$ cat config.mk
export PLATFORM = sky130hd
export DESIGN_NAME = seg_scan_display
export DESIGN_NICKNAME = d
export VERILOG_FILES = /design/src/rtl/seg_scan_display.sv
export SDC_FILE = /design/constraint.sdc
export NUM_CORES = 1
export LEC_CHECK = 0
export ABC_AREA = 1
export BUFFER_PORTS_ARGS = -buffer_cell sky130_fd_sc_hd__buf_2
export CORE_ASPECT_RATIO = 1.75
export CORE_MARGIN = 4
export CORE_UTILIZATION = 55
export CTS_BUF_LIST = sky130_fd_sc_hd__clkbuf_4 sky130_fd_sc_hd__clkbuf_8
export DETAILED_ROUTE_END_ITERATION = 8
export PLACE_DENSITY_LB_ADDON = 0.08
export SYNTH_ARGS = -nofsm -noshare
export SYNTH_HDL_FRONTEND = slang
export SYNTH_SLANG_ARGS = --single-unit
export TNS_END_PERCENT = 100
$ cat constraint.sdc
create_clock -name true_clk -period 2.3 [get_ports true_clk]
set_clock_uncertainty 0.1 [all_clocks]
set_input_delay 0.23 -clock true_clk [delete_from_list [all_inputs] [get_ports true_clk]]
set_output_delay 0.23 -clock true_clk [all_outputs]
set_load 0.01 [all_outputs]
$ cat src/rtl/seg_scan_display.sv
// seg_scan_display
// Six-digit multiplexed seven-segment display driver for a common-anode
// display. It lights one digit at a time, blanks between digits, latches
// all six digits at once at the end of each frame so that a frame never
// mixes old and new digits, and blinks the whole display while an alarm
// flash request is active.
//
// Ports:
//   true_clk    free-running clock, all state on the rising edge
//   clr         asynchronous active-low reset
//   d1..d6      4-bit digit codes, d1 = leftmost digit
//   flash       alarm blink request, asynchronous to the display timing
//   ok          unlock indicator, lights the decimal points
//   an[5:0]     digit enables, active-low, an[0] = d1
//   seg[6:0]    segments {g,f,e,d,c,b,a}, active-low
//   dp          decimal point, active-low
//   frame_done  one-cycle pulse at the start of each frame
//
// Blink phase:
//   state   | meaning
//   PH_ON   | display shows the scanned digits
//   PH_OFF  | display dark; scanning and capture keep running

module seg_scan_display #(
  parameter int SCAN_DIV  = 50000,
  parameter int BLINK_DIV = 250
) (
  input  logic       true_clk,
  input  logic       clr,
  input  logic [3:0] d1,
  input  logic [3:0] d2,
  input  logic [3:0] d3,
  input  logic [3:0] d4,
  input  logic [3:0] d5,
  input  logic [3:0] d6,
  input  logic       flash,
  input  logic       ok,
  output logic [5:0] an,
  output logic [6:0] seg,
  output logic       dp,
  output logic       frame_done
);

  localparam int CNT_W = $clog2(SCAN_DIV);
  // +1 keeps the width at least one bit when BLINK_DIV is 1
  localparam int BLK_W = $clog2(BLINK_DIV + 1);

  typedef enum logic {
    PH_ON  = 1'b0,
    PH_OFF = 1'b1
  } phase_t;

  logic [CNT_W-1:0] cnt;
  logic [2:0]       idx;
  logic [3:0]       sh1, sh2, sh3, sh4, sh5, sh6;
  logic             flash_meta;
  logic             flash_s;
  logic [BLK_W-1:0] blk_cnt;
  logic [BLK_W-1:0] blk_nxt;
  phase_t           phase;
  phase_t           phase_nxt;

  logic             slot_wrap;
  logic             capture;
  logic             lit;
  logic [3:0]       cur_code;
  logic [5:0]       an_nxt;
  logic [6:0]       seg_nxt;
  logic             dp_nxt;

  function automatic logic [6:0] glyph(input logic [3:0] code);
    logic [6:0] g;
    g = 7'b1111111;
    case (code)
      4'h0: g = 7'b1000000;
      4'h1: g = 7'b1111001;
      4'h2: g = 7'b0100100;
      4'h3: g = 7'b0110000;
      4'h4: g = 7'b0011001;
      4'h5: g = 7'b0010010;
      4'h6: g = 7'b0000010;
      4'h7: g = 7'b1111000;
      4'h8: g = 7'b0000000;
      4'h9: g = 7'b0010000;
      4'hA, 4'hB, 4'hC, 4'hD: g = 7'b0111111;
      4'hE: g = 7'b0000110;
      default: g = 7'b1111111;
    endcase
    return g;
  endfunction

  assign slot_wrap = (cnt == CNT_W'(SCAN_DIV - 1));
  // Last cycle of the last slot: latch the next frame's digits here
  assign capture   = slot_wrap && (idx == 3'd5);

  // Blink control
  always_comb begin
    phase_nxt = phase;
    blk_nxt   = blk_cnt;
    if (!flash_s) begin
      phase_nxt = PH_ON;
      blk_nxt   = '0;
    end else if (slot_wrap) begin
      if (blk_cnt == BLK_W'(BLINK_DIV - 1)) begin
        blk_nxt   = '0;
        phase_nxt = (phase == PH_ON) ? PH_OFF : PH_ON;
      end else begin
        blk_nxt = blk_cnt + 1'b1;
      end
    end
  end

  // Output selection from the current scan state
  always_comb begin
    cur_code = 4'hF;
    case (idx)
      3'd0: cur_code = sh1;
      3'd1: cur_code = sh2;
      3'd2: cur_code = sh3;
      3'd3: cur_code = sh4;
      3'd4: cur_code = sh5;
      3'd5: cur_code = sh6;
      default: cur_code = 4'hF;
    endcase
  end

  always_comb begin
    lit     = (cnt != '0) && (phase == PH_ON);
    an_nxt  = 6'b111111;
    seg_nxt = 7'b1111111;
    dp_nxt  = 1'b1;
    if (lit) begin
      an_nxt  = ~(6'b000001 << idx);
      seg_nxt = glyph(cur_code);
      dp_nxt  = ~ok;
    end
  end

  always_ff @(posedge true_clk or negedge clr) begin
    if (!clr) begin
      cnt        <= '0;
      idx        <= 3'd0;
      sh1        <= 4'hF;
      sh2        <= 4'hF;
      sh3        <= 4'hF;
      sh4        <= 4'hF;
      sh5        <= 4'hF;
      sh6        <= 4'hF;
      flash_meta <= 1'b0;
      flash_s    <= 1'b0;
      blk_cnt    <= '0;
      phase      <= PH_ON;
      an         <= 6'b111111;
      seg        <= 7'b1111111;
      dp         <= 1'b1;
      frame_done <= 1'b0;
    end else begin
      flash_meta <= flash;
      flash_s    <= flash_meta;
      blk_cnt    <= blk_nxt;
      phase      <= phase_nxt;

      if (slot_wrap) begin
        cnt <= '0;
        idx <= (idx == 3'd5) ? 3'd0 : idx + 3'd1;
      end else begin
        cnt <= cnt + 1'b1;
      end

      if (capture) begin
        sh1 <= d1;
        sh2 <= d2;
        sh3 <= d3;
        sh4 <= d4;
        sh5 <= d5;
        sh6 <= d6;
      end

      an         <= an_nxt;
      seg        <= seg_nxt;
      dp         <= dp_nxt;
      frame_done <= capture;
    end
  end

endmodule

==> metrics <==
fin worst setup slack=between 0.2 and 0.25 ns; share of the synthesized area in the top cell type=about 29%; Critical Path Max Stage Delay=about 0.40 ns; CP dominant cell by count=nand2_1; maximum clock frequency=around 480 MHz; die width=68.1 µm; Crit path required time=2.50 ns; global placer's final weighted congestion=around 0.96; Slew @ Worst Pin=about 0.56 ns; PD cells=approximately 540 mW/mm²; Buf/Inv on CP=3; Multi-input gate area=0.00145 mm²; dominant cells by area after synthesis=dfstp_2 29%, dfrtp_1 22%, nand2_1 15%; antenna-violating nets left=0; WP data arrival=2.28 ns; I/O Buffers=between 40 and 50; global-route wire length before repair=~13,000 µm; min Tclk post-route=between 2 and 2.5 ns; Nets=between 500 and 600; Initial Util=between 50% and 60%; gr usage total=between 20% and 30%; largest net degree at the start of global routing=47; CP top delay family=simple AND/OR/NAND/NOR gates; CTS Buffer Depth=2; total die area=0.00772 mm²; final wirelength=7540 µm; CTS H-tree depth=3; endpoints failing setup=0; RSZ-0062 raised after global routing=no; Detailed Routing Iterations Pass 1=4; chain of cells forming the critical path=inv_4 > ha_2 > nor2_1 > a21oi_1 > nand2_1 > nor2_4 > inv_1 > ha_1 > inv_1 > nand2_1 > nand2_1 > nand2_1 > nand2_1; Skew-Pair Late Insertion Delay=approximately 0.35 ns; First DRT Iteration DRCs=roughly 180; Slowest cell on crit path=dfrtp_1; CTS buffer count=9; IO Count=between 40 and 50; via count=a little under 3,000; area leader, netlist=dfstp_2; Rows=38; Slew headroom=a little over three fifths; dpl hpwl=5420 µm; number of diodes=0; CTS tree=built; CP Max Fanout=10; sum of negative setup slack=0 ns; max-slew violations=0; share of cells above drive strength 1=26.9%; synth unique cells=37; area grow syn2layout=22.0%; HP Class=flip-flop to flip-flop; total of flip-flops plus latches after synthesis=69; synth warn=0; Avg WL per Cell=roughly 13 µm; P_leak=about 0.0021 µW; DRC Markers=0; clk sinks=between 60 and 70; postcts setup bufs=0; cells after synthesis=418; initial antenna violation count=0; fin crit share=between 90% and 100%; CP startpoint kind=flip-flop; GR Overflow Total=0; post-place setup slack=approximately 0.15 ns; die height=113 µm; Register Area=0.00177 mm²; Mapped Nets=452; outcome=completed; clk root buf=clkbuf_8; Syn Std Cell Area=0.00348 mm²; core area=slightly above 0.006 mm²; crit path capture type=flip-flop; vias per inst=roughly 5.1; maximum VDD drop=roughly 350 µV; syn avg cell area=approximately 8.3 µm²; # Max-Cap Violations=0; number of global-route vias before repair=2,926; Filler Cell Count=approximately 500; Final Hold Fails=0; clk slew on worst S/H paths=0.07 ns; critical path class=flip-flop to flip-flop; Seq/Total Area, Yosys=between 50% and 60%
-- layout by cell type (no fill, tap or decap), drive strengths merged, types with 2 or more instances in the layout --
cell | netlist | layout
ha | 6 | 6
o21ai | 18 | 18
xor2 | 6 | 6
clkinv | 1 | 3
nand2 | 144 | 144
o211ai | 2 | 2
dfrtp | 31 | 31
nand4 | 9 | 9
nor2 | 45 | 45
clkbuf | 0 | 14
nand3 | 25 | 25
dlygate4sd3 | 0 | 27
buf | 8 | 49
a21oi | 16 | 16
dfstp | 38 | 38
inv | 52 | 52
nor3 | 8 | 8
-- cell families after synthesis --
logic type               Yosys count  synth area share (%)
buffers and inverters             61                  7.44
AO/OA/AOI/OAI                     41                  6.47
adder cells (fa/ha/maj)            6                  2.16
AND/OR/NAND/NOR                  234                  31.2
flip-flops                        69                  51.0
XOR/XNOR                           7                  1.76
-- routing by layer --
| metal | track usage [%] | up-vias | routed length, µm |
|---|---|---|---|
| met4 | 12.0 | 0 | 265 |
| met1 | 22.5 | 1384 | 2870 |
| met3 | 4.47 | 21 | 246 |
| li1 | - | 1480 | - |
| met2 | 38.4 | 60 | 4150 |
| met5 | 0 | - | 0 |
-- sequential cells by signal, summed over array words and instances (netlist names) --
signal and flops:
sh2 4, sh5 4, sh3 4, phase 1, blk_cnt 8, flash_s 1
dp 1, sh1 4, sh4 4, frame_done 1, idx 3, flash_meta 1
seg 7, sh6 4, cnt 16, an 6
-- power breakdown --
part	switching (µW)	total [µW]	leakage [µW]	internal (µW)
Sequential	3.01	1230	0.000812	1230
Clock	446	930	0.000101	484
Combinational	59.8	117	0.00121	57.6
Total	509	2280	0.00212	1770
-- synthesized netlist by cell type (all sizes together) --
library cell  instances
a21oi                16
a31o                  1
a31oi                 1
and3                  1
buf                   8
clkinv                1
dfrtp                31
dfstp                38
ha                    6
inv                  52
nand2               144
nand3                25
nand3b                1
nand4                 9
nor2                 45
nor3                  8
nor3b                 1
o211ai                2
o21ai                18
o21bai                1
o22ai                 1
o31ai                 1
xnor2                 1
xor2                  6
-- area by class of cell --
type	count	share of cell area, %
Clock buffer	14	4.10
Clock inverter	2	0.236
Inverter	53	4.80
Multi-Input combinational cell	288	34.2
Sequential cell	69	41.8
Tap cell	80	2.36
Timing Repair Buffer	76	12.6
-- through the flow --
step                      instances  area, µm²  hold slack, ns  total power [µW]  utilization [%]
after floorplan                 418       3480          -0.166              1280                -
after global placement          539       3790           0.138              1330             61.3
after detailed placement        539       3790           0.140              1340             61.3
after CTS                       582       4240           0.253              2310             68.6
after global routing            582       4250           0.271              2370             68.7
final                           582       4250           0.250              2280             68.7
-- path summary, 6_finish.rpt --
path	start	slack, ns	depth (start not counted)	to
worst max register to register	idx[2]$_DFFE_PN0N_	0.21	13	seg[3]$_DFF_PN1_
worst min-delay path	flash_meta$_DFF_PN0_	0.25	0	flash_s$_DFF_PN0_
min in group asynchronous	clr	0.30	3	cnt[4]$_DFF_PN0_
worst max-delay path	idx[2]$_DFFE_PN0N_	0.21	13	seg[3]$_DFF_PN1_
max in group asynchronous	clr	1.29	3	sh5[2]$_DFFE_PN1P_
worst min register to register	flash_meta$_DFF_PN0_	0.25	0	flash_s$_DFF_PN0_
-- what timing repair did --
action	CTS	global route
hold buffers	27	0
endpoints found under the setup margin	0	1
gates resized for setup	0	1
hold endpoints to repair	57	0
Note: power is estimated with default switching activity, not from simulation.
